File: src/rtl/map_diff_scanner_pkg.sv
// map_scan_pkg: shared FSM states, object codes and the flag priority encoder
// used by the map difference scanner.
package map_scan_pkg;
   typedef enum logic [1:0] {WAIT_INIT, SCAN, UPDATE} state_t;
   typedef enum int {CODE_EMPTY, CODE_HEAD, CODE_BODY, CODE_APPLE, CODE_BORDER} code_t;
   // Lowest set flag wins; flag i encodes as i+1, no flag encodes as empty.
   function automatic int obj_encode(input logic [31:0] flags);
      obj_encode = CODE_EMPTY;
      for (int i = 31; i >= 0; i--) if (flags[i]) obj_encode = i + 1;
   endfunction
endpackage

File: src/rtl/map_diff_scanner_if.sv
// map_diff_scanner_if: cell coordinate/code bus and the update handshake
// between the scanner (master) and the display command engine (slave).
interface map_diff_scanner_if #(
   parameter int X_W = 4,
   parameter int Y_W = 4,
   parameter int CODE_W = 3
) ();
   logic [X_W-1:0] x;
   logic [Y_W-1:0] y;
   logic [CODE_W-1:0] obj_code;
   logic en_update;
   logic cmd_done;
   modport master (output x, y, obj_code, en_update, input cmd_done);
   modport slave (input x, y, obj_code, en_update, output cmd_done);
endinterface

File: src/rtl/map_diff_scanner_shadow_ram.sv
// map_shadow_ram: last-drawn object code per cell; combinational read,
// synchronous write, contents intentionally left unreset.
module map_shadow_ram #(
   parameter int DEPTH = 192,
   parameter int CODE_W = 3,
   localparam int A_W = $clog2(DEPTH)
) (
   input  logic              clk_i,
   input  logic              we_i,
   input  logic [A_W-1:0]    addr_i,
   input  logic [CODE_W-1:0] wd_i,
   output logic [CODE_W-1:0] rd_o
);
   logic [CODE_W-1:0] mem_q [DEPTH];
   always_ff @(posedge clk_i) if (we_i) mem_q[addr_i] <= wd_i;
   assign rd_o = mem_q[addr_i];
endmodule

File: src/rtl/map_diff_scanner.sv
// map_diff_scanner: raster-scans the grid, encodes each cell's object flags and
// issues only changed cells (or all cells on a redraw pass) to the display engine.
module map_diff_scanner
   import map_scan_pkg::*;
#(
   parameter int GRID_W = 16,
   parameter int GRID_H = 12,
   parameter int X_W = $clog2(GRID_W),
   parameter int Y_W = $clog2(GRID_H),
   parameter int NUM_OBJ = 4,
   parameter int CODE_W = $clog2(NUM_OBJ + 1)
) (
   input  logic               clk_i,
   input  logic               nrst_i,
   input  logic [NUM_OBJ-1:0] obj_flags_i,
   input  logic               mode_pb_i,
   input  logic               game_over_i,
   input  logic               force_redraw_i,
   map_diff_scanner_if.master bus,
   output logic               diff_o,
   output logic               enable_loop_o,
   output logic               init_cycle_o,
   output logic               sync_reset_o,
   output logic               frame_done_o
);
   localparam int DEPTH = GRID_W * GRID_H;
   localparam int A_W = $clog2(DEPTH);
   state_t state_q, state_d;
   logic [X_W-1:0] x_q, x_d;
   logic [Y_W-1:0] y_q, y_d;
   logic [CODE_W-1:0] code_q, code_d, scan_code, shadow_rd;
   logic init_q, init_d, pend_q, pend_d, go_q, sync_q, sync_d, frame_q, frame_d;
   logic we, adv, last_x, last, restart;
   logic [A_W-1:0] addr;
   assign addr = A_W'(y_q) * A_W'(GRID_W) + A_W'(x_q);
   map_shadow_ram #(.DEPTH(DEPTH), .CODE_W(CODE_W)) u_shadow (
      .clk_i(clk_i), .we_i(we), .addr_i(addr), .wd_i(code_q), .rd_o(shadow_rd)
   );
   assign scan_code = CODE_W'(obj_encode(32'(obj_flags_i)));
   assign last_x = x_q == X_W'(GRID_W - 1);
   assign last = last_x && (y_q == Y_W'(GRID_H - 1));
   assign restart = (state_q != WAIT_INIT) && (mode_pb_i || (game_over_i && !go_q));
   assign diff_o = (state_q == SCAN) && (init_q || scan_code != shadow_rd);
   assign enable_loop_o = state_q == SCAN;
   assign init_cycle_o = init_q;
   assign sync_reset_o = sync_q;
   assign frame_done_o = frame_q;
   assign bus.x = x_q;
   assign bus.y = y_q;
   assign bus.obj_code = (state_q == SCAN) ? scan_code : code_q;
   assign bus.en_update = state_q == UPDATE;
   always_comb begin
      state_d = state_q;
      x_d = x_q;
      y_d = y_q;
      code_d = code_q;
      init_d = init_q;
      pend_d = pend_q || force_redraw_i;
      sync_d = 1'b0;
      frame_d = 1'b0;
      we = 1'b0;
      adv = 1'b0;
      case (state_q)
         WAIT_INIT: state_d = bus.cmd_done ? SCAN : WAIT_INIT;
         SCAN: begin
            adv = !diff_o;
            code_d = diff_o ? scan_code : code_q;
            state_d = diff_o ? UPDATE : SCAN;
         end
         UPDATE: begin
            we = bus.cmd_done;
            adv = bus.cmd_done;
            state_d = bus.cmd_done ? SCAN : UPDATE;
         end
         default: state_d = WAIT_INIT;
      endcase
      if (adv) begin
         x_d = last_x ? '0 : x_q + X_W'(1);
         y_d = last ? '0 : (last_x ? y_q + Y_W'(1) : y_q);
         frame_d = last;
         init_d = last ? pend_d : init_q;
         pend_d = last ? 1'b0 : pend_d;
      end
      // A restart overrides everything above, including a completing write.
      if (restart) begin
         state_d = SCAN;
         x_d = '0;
         y_d = '0;
         init_d = 1'b1;
         pend_d = pend_q || force_redraw_i;
         sync_d = 1'b1;
         frame_d = 1'b0;
         we = 1'b0;
      end
   end
   always_ff @(posedge clk_i or negedge nrst_i) begin
      if (!nrst_i) begin
         state_q <= WAIT_INIT;
         x_q <= '0;
         y_q <= '0;
         code_q <= '0;
         init_q <= 1'b1;
         pend_q <= 1'b0;
         go_q <= 1'b0;
         sync_q <= 1'b0;
         frame_q <= 1'b0;
      end else begin
         state_q <= state_d;
         x_q <= x_d;
         y_q <= y_d;
         code_q <= code_d;
         init_q <= init_d;
         pend_q <= pend_d;
         go_q <= game_over_i;
         sync_q <= sync_d;
         frame_q <= frame_d;
      end
   end
endmodule
File: src/flat_wrapper.sv
// flat-port wrapper written by rule: the top's interface ports become plain ports
module map_diff_scanner_flat import map_scan_pkg::*;
#(
   parameter int GRID_W = 16,
   parameter int GRID_H = 12,
   parameter int X_W = $clog2(GRID_W),
   parameter int Y_W = $clog2(GRID_H),
   parameter int NUM_OBJ = 4,
   parameter int CODE_W = $clog2(NUM_OBJ + 1)
)
  (clk_i, nrst_i, obj_flags_i, mode_pb_i, game_over_i, force_redraw_i, diff_o, enable_loop_o, init_cycle_o, sync_reset_o, frame_done_o, bus_x, bus_y, bus_obj_code, bus_en_update, bus_cmd_done);
  map_diff_scanner_if #(.X_W(X_W), .Y_W(Y_W), .CODE_W(CODE_W)) bus_i ();
  input  logic clk_i;
  input  logic nrst_i;
  input  logic [NUM_OBJ-1:0] obj_flags_i;
  input  logic mode_pb_i;
  input  logic game_over_i;
  input  logic force_redraw_i;
  output logic diff_o;
  output logic enable_loop_o;
  output logic init_cycle_o;
  output logic sync_reset_o;
  output logic frame_done_o;
  output wire logic [$bits(bus_i.x)-1:0] bus_x;
  output wire logic [$bits(bus_i.y)-1:0] bus_y;
  output wire logic [$bits(bus_i.obj_code)-1:0] bus_obj_code;
  output wire logic [$bits(bus_i.en_update)-1:0] bus_en_update;
  input wire logic [$bits(bus_i.cmd_done)-1:0] bus_cmd_done;
  assign bus_x = bus_i.x;
  assign bus_y = bus_i.y;
  assign bus_obj_code = bus_i.obj_code;
  assign bus_en_update = bus_i.en_update;
  assign bus_i.cmd_done = bus_cmd_done;
  map_diff_scanner #(.GRID_W(GRID_W), .GRID_H(GRID_H), .X_W(X_W), .Y_W(Y_W), .NUM_OBJ(NUM_OBJ), .CODE_W(CODE_W)) u_core (.clk_i(clk_i), .nrst_i(nrst_i), .obj_flags_i(obj_flags_i), .mode_pb_i(mode_pb_i), .game_over_i(game_over_i), .force_redraw_i(force_redraw_i), .bus(bus_i), .diff_o(diff_o), .enable_loop_o(enable_loop_o), .init_cycle_o(init_cycle_o), .sync_reset_o(sync_reset_o), .frame_done_o(frame_done_o));
endmodule
File: config.mk
export PLATFORM = sky130hd
export DESIGN_NAME = map_diff_scanner_flat
export DESIGN_NICKNAME = d
export VERILOG_FILES = /design/src/rtl/map_diff_scanner_pkg.sv /design/src/rtl/map_diff_scanner_if.sv /design/src/rtl/map_diff_scanner_shadow_ram.sv /design/src/rtl/map_diff_scanner.sv /design/src/flat_wrapper.sv
export SDC_FILE = /design/constraint.sdc
export NUM_CORES = 1
export LEC_CHECK = 0
export BUFFER_PORTS_ARGS = -buffer_cell sky130_fd_sc_hd__buf_2
export CORE_MARGIN = 4
export CORE_UTILIZATION = 59
export DETAILED_ROUTE_END_ITERATION = 12
export HOLD_SLACK_MARGIN = 0.12
export PLACE_DENSITY = 0.73
export SKIP_LAST_GASP = 1
export SLEW_MARGIN = 20
export SYNTH_ARGS = -nofsm -noshare
export SYNTH_HDL_FRONTEND = slang
export SYNTH_SLANG_ARGS = --single-unit
File: constraint.sdc
create_clock -name clk_i -period 5.9 [get_ports clk_i]
set_clock_uncertainty 0.15 [all_clocks]
set_input_delay 0.295 -clock clk_i [delete_from_list [all_inputs] [get_ports clk_i]]
set_output_delay 0.295 -clock clk_i [all_outputs]
set_load 0.005 [all_outputs]
# Word level (Yosys, flattened, before mapping)
# Memories as Yosys holds them, arrays and structs flattened.
# Index checks and enable logic that the tools add are counted.
# totals
elab_cells,66
output_inout_bits,17
memories,1
ram_bits,576
ff_bits,18
inputBits,10
# memory_table
memory,words,width,read_ports,rd_ports_with_merged_regs,write_ports,line_no,rtl
u_core.u_shadow.mem_q,192,3,1,0,1,map_diff_scanner_shadow_ram.sv:14,logic [CODE_W-1:0] mem_q [DEPTH];
# op_classes
n_reduce_logical,17
mux,31
add_sub_neg,3
n_eq_ne,5
# ops
cell,count
2-to-1 mux 4 bit,7
2-to-1 mux 3 bit,5
2-to-1 mux 1 bit,14
"adder 4 x 1 -> 4 bit, second input constant",2
adder 8 x 4 -> 8 bit,1
"== test 4 bit, second input constant",2
2-to-1 mux 2 bit,3
one-hot mux 2 bit (3 select lines),1
AND reduction 2 bit,3
nonzero test 2 bit,3
logical AND 1 bit,4
logical OR 1 bit,3
!= test 3 bit,1
nonzero test 3 bit,1
"== test 2 x 1 -> 1 bit, second input constant",1
"== test 2 bit, second input constant",1
zero test 1 bit,2
zero test 2 bit,1
one-hot mux 1 bit (2 select lines),1

# Logic depth before layout (Yosys ltp)
# depth
depth_word,11
mapped_depth,15
mapped_depth_nobuf,10

# By module
# Synthesis repeated with hierarchy kept, for this count alone.
# unflattened
hier_cells,1327
hier_area_um2,24140.7
# modules_own_cells
mod,seq_area_each_um2,area_per_inst_um2,n_inst,cells_per_inst
map_shadow_ram,17296.6,23097.2,1,1218
map_diff_scanner,451.7,1043.5,1,109

# Worst setup path before layout
# No wires, ideal clock.
# synth_timing
kind,register to register
start,reg u_core.x_q[0] (netlist: u_core.bus.x[0])
end,reg u_core.code_q[1]
slack_ns,2.457
path_buffers,3
path_stages_with_launch,13
t_required_ns,5.613
arrival_ns,3.156
synth_period_minus_slack_ns,3.443
setup_time_ns,0.137
path_cell_list,dfrtp_1 > buf_6 > buf_6 > buf_2 > mux4_2 > a221oi_1 > o21ai_0 > a32oi_1 > o211ai_1 > xor2_1 > and3_1 > nand2b_4 > mux2_2
# synth_between
elab_chain_cells,6
# synth_lines
element,line_no,rtl
"start, declared",map_diff_scanner.sv:29,"logic [X_W-1:0] x_q, x_d;"
"start signal, assigned",map_diff_scanner.sv:99,x_q <= '0;
"start signal, assigned",map_diff_scanner.sv:109,x_q <= x_d;
adder 8 x 4 -> 8 bit,map_diff_scanner.sv:35,assign addr = A_W'(y_q) * A_W'(GRID_W) + A_W'(x_q);
memory read (192 x 3 bit),-,
!= test 3 bit,map_diff_scanner.sv:43,assign diff_o = (state_q == SCAN) && (init_q || scan_code != shadow_rd);
logical OR 1 bit,map_diff_scanner.sv:43,
logical AND 1 bit,map_diff_scanner.sv:43,
AND reduction 2 bit (no source line),-,
"end signal, assigned",map_diff_scanner.sv:111,code_q <= code_d;
"end, declared",map_diff_scanner.sv:31,"logic [CODE_W-1:0] code_q, code_d, scan_code, shadow_rd;"
# No other way between the ends.
# A chain may end at the register's enable or synchronous reset.

# Worst setup path after layout
# layout_timing
start,reg u_core.x_q[3] (netlist: u_core.bus.x[3])
end,out diff_o
# layout_between
elab_chain_cells,5
# layout_lines
element,line_no,rtl
adder 8 x 4 -> 8 bit,map_diff_scanner.sv:35,
memory read (192 x 3 bit),-,
!= test 3 bit,map_diff_scanner.sv:43,
logical OR 1 bit,map_diff_scanner.sv:43,
logical AND 1 bit,map_diff_scanner.sv:43,
"end, declared",flat_wrapper.sv:19,output logic diff_o;
# No other way between the ends.

==> summary.md <==
| Metric | Value |
|---|---|
| Run status | `finished, final reports clean` |
| Nets | `1446` |
| Area fraction of the dominant cell type after synthesis | `0.7143` |
| Slew @ Worst Pin | `1145 ps` |
| H-tree depth | `2` |
| Antenna-violating nets left | `0` |
| Top post-synthesis cells by area | `edfxtp_1 71%, mux4_2 9.3%, mux2i_1 4.1%` |
| Ys flop type | `edfxtp_1` |
| Clk sinks | `594` |
| Worst path cell trace | `inv_1 -> nand2_1 -> a21oi_1 -> a2111oi_0 -> o31ai_1 -> a2111oi_2 -> mux2_2 -> and3_1 -> nand2b_4 -> inv_1 -> buf_2` |
| Met1 Use GR | `0.3757` |
| Aggregate global-route resource usage | `0.2638` |
| Via-per-instance ratio | `6.665` |
| Die Y-Extent | `210.6 um` |
| TritonCTS Buffers | `57` |
| Pin count of the biggest net entering global routing | `100` |
| Pre-antenna DRT Iters | `6` |
| Tcrit/Tclk final | `0.9325` |
| HPWL Detailed | `34710 um` |
| CTS tree | `built` |
| Core ar. | `0.04019 mm^2` |
| Seq/Total Area, Yosys | `0.7330` |
| Avg Cell Area, Syn | `17.47 um^2` |
| RSZ-0062 raised after global routing | `false` |
| DIE AREA | `0.04435 mm^2` |
| Area Overhead vs Synth | `10.45%` |
| Top Usage Layer GRT | `met2` |
| DR vias | `13300` |
| Vias in the first global route | `13390` |
| Asr flop ratio synth | `0.03030` |
| Sequential Power Share | `0.529` |
| Commonest cells in the netlist | `576 x edfxtp_1, 211 x nor2_1, 100 x mux2i_1, 100 x mux4_2, 50 x clkbuf_1` |
| Overall Power | `10080 uW` |
| Internal power | `7524 uW` |
| Longest Clk Path Bufs | `3` |
| FILL cells | `2634` |
| Detailed Route WL | `58230 um` |
| Clock network fraction of design power | `0.352` |
| Clk slew on worst S/H paths | `60 ps` |
| Kind of critical path | `reg2out` |
| Setup tns final | `0 ps` |
| First-pass GRT wire length | `86140 um` |
| DRC Markers | `0` |
| Gp weighted congestion | `0.8617` |
| Die width | `210.6 um` |
| Clock root cell | `clkbuf_16` |
| Final Critical Period | `5502 ps` |
| Row count | `73` |
| Worst setup SP type | `register` |
| WL/cell | `29.17 um` |
| Hold_sp | `game_over_i` |
| Slowest cell on crit path | `a2111oi_0` |
| Starting Density | `0.6025` |
| Logic gate share of total power | `0.118` |
| Initial antenna violation count | `0` |
| Global-route met2 utilization | `0.4070` |
| Crit. Startpoint | `u_core.bus.x[3]$_DFFE_PN0P_` |
| Net Sw Frac | `0.2536` |
| Slew HR | `0.2348` |
| Fin. max-slew vios | `0` |
| Share of layout cells above drive strength 1 | `0.1801` |
| Antenna cell count | `0` |
| Power per cell area | `376.9 mW/mm^2` |
| Cells after Synth | `1386` |
| R2R Path Start | `u_core.bus.x[3]$_DFFE_PN0P_` |
| # Max-Cap Violations | `0` |
| Cell taking the most area after synthesis | `edfxtp_1` |
| Crit-path max cell delay | `860 ps` |
| Max Freq | `181.8 MHz` |
| Worst hold path class | `in2reg` |
| Max VDD drop | `260.2 uV` |
| Congestion Overflow GR | `0` |
| Post-synth EDFFs | `576` |
| Worst EP required | `5450 ps` |
| Critical path arrival | `5060 ps` |
| Resize count post-CTS | `0` |
| Cell with the most instances after synthesis | `edfxtp_1` |
| Ys Warns | `0` |
| Iter 0 DRT Violations | `2016` |
| Clock latency at the later pin of the worst-skew pair | `610 ps` |
| Worst setup EP type | `output pin` |
| Leak | `0.008199 uW` |
| Boundary Pins | `27` |
| CP dominant cell by count | `inv_1` |
| Synthesized flop and latch total | `594` |
| Netlist cell types | `57` |
| Netlist Area Pre-Place | `0.02421 mm^2` |
| Final Hold Violating Endpoints | `0` |
| # port buffers | `26` |
| CP max FO | `16` |
| GRT met3 Usage | `0.06772` |
| Synthesized Nets | `1408` |
| Final setup viols | `0` |
| Psw | `2556 uW` |
per-stage QoR:
step	instance area, um^2	utilization	worst slack, ps	cells	hold slack [ps]
after floorplan	24210	-	2457	1386	-150.6
after CTS	26750	0.6655	572.9	1996	188.0
after global placement	24810	0.6173	1271	1878	93.46
final	26750	0.6655	398.4	1996	208.8
after detailed placement	24810	0.6173	1217	1878	99.21
after global routing	26750	0.6655	333.4	1996	215.7
timing repair:
item,in CTS,in global routing
setup buffers,0,0
hold buffers,12,0
endpoints found under the hold margin,29,0
worst max-delay path: cells and delay by family, from the launching register on:
family	cells	cell delay, ps
multiplexers	1	440
buffers and inverters	3	880
AND/OR/NAND/NOR	3	580
AO/OA/AOI/OAI	4	1710
flip-flops	1	850
metal layers:
| layer | up-vias | share of wire |
|---|---|---|
| met1 | 6761 | 0.38 |
| met3 | 122 | 0.11 |
| li1 | 5576 | - |
| met4 | 0 | 0.033 |
| met2 | 845 | 0.47 |
| met5 | - | 0 |
kinds of logic (layout without fill, tap and decap cells):
kind of cell | Yosys count | count (layout) | share of synthesized area
flops | 594 | 594 | 0.7330
simple gates | 323 | 323 | 0.05601
mux | 209 | 209 | 0.1385
compound gates | 141 | 141 | 0.04278
buf+inv | 105 | 190 | 0.02248
fa+ha+maj | 12 | 12 | 0.006200
xor+xnor | 2 | 2 | 0.001034
layout by cell type, fill, tap and decap left out, types with 4 or more instances in the layout:
cell and n:
a22o_1 5, a21oi_1 21, buf_4 28, clkinv_1 14, nor2_1 211, and3_1 7
mux4_2 100, or3_1 4, a221oi_1 7, nand2_1 40, a22oi_1 35, buf_2 26
dfrtp_4 5, ha_1 12, nand3_1 31, nand2b_1 4, nor2b_1 4, dfrtp_1 11
o211ai_1 6, clkinv_2 13, edfxtp_1 576, mux2_2 9, nand4_1 6, mux2i_1 100
nor3_1 7, inv_1 13, bufinv_16 5, o21ai_0 13, a31oi_1 5, a211oi_1 7
dlygate4sd3_1 12, a311oi_1 4, clkinvlp_4 4, o221ai_1 8, clkbuf_1 10, clkbuf_16 58
o22ai_1 7
power groups by stage:
| stage | Sequential, uW | Clock (uW) | Combinational (uW) |
|---|---|---|---|
| floorplan | 5500 | 0 | 649 |
| CTS | 5330 | 3580 | 1190 |
| global placement | 5420 | 0 | 1160 |
| finish | 5340 | 3550 | 1190 |
| detailed placement | 5420 | 0 | 1180 |
| global route | 5350 | 3760 | 1270 |
flip-flops by register name, summed over array words and instances, names as in the netlist:
name / count
u_core.bus.y: 4
u_core.pend_q: 1
u_core.bus.x: 4
u_core.sync_reset_o: 1
u_core.go_q: 1
u_core.u_shadow.mem_q: 576
u_core.frame_done_o: 1
u_core.init_cycle_o: 1
u_core.code_q: 3
u_core.state_q: 2
path summary, 6_finish.rpt:
kind	slack [ps]	cells after the start	to
max	400	11	diff_o
min	210	2	u_core.go_q$_DFF_PN0_
max reg2reg	1070	10	u_core.code_q[1]$_DFFE_PN0P_
min reg2reg	360	2	u_core.pend_q$_DFF_PN0_
max in group asynchronous	3730	4	u_core.bus.x[1]$_DFFE_PN0P_
min in group asynchronous	560	3	u_core.init_cycle_o$_DFFE_PN1P_
cell type report:
class,instances,area [um^2],area share
sequential,594,17770,0.6643
multi-input combinational,687,5927,0.2216
clock inverter,37,314.1,0.01174
clock buffer,69,1503,0.05618
timing repair buffer,69,520.5,0.01946
inverter,15,56.30,0.002105
tap,525,656.9,0.02456
No activity file was read; power rests on OpenSTA's default activity.
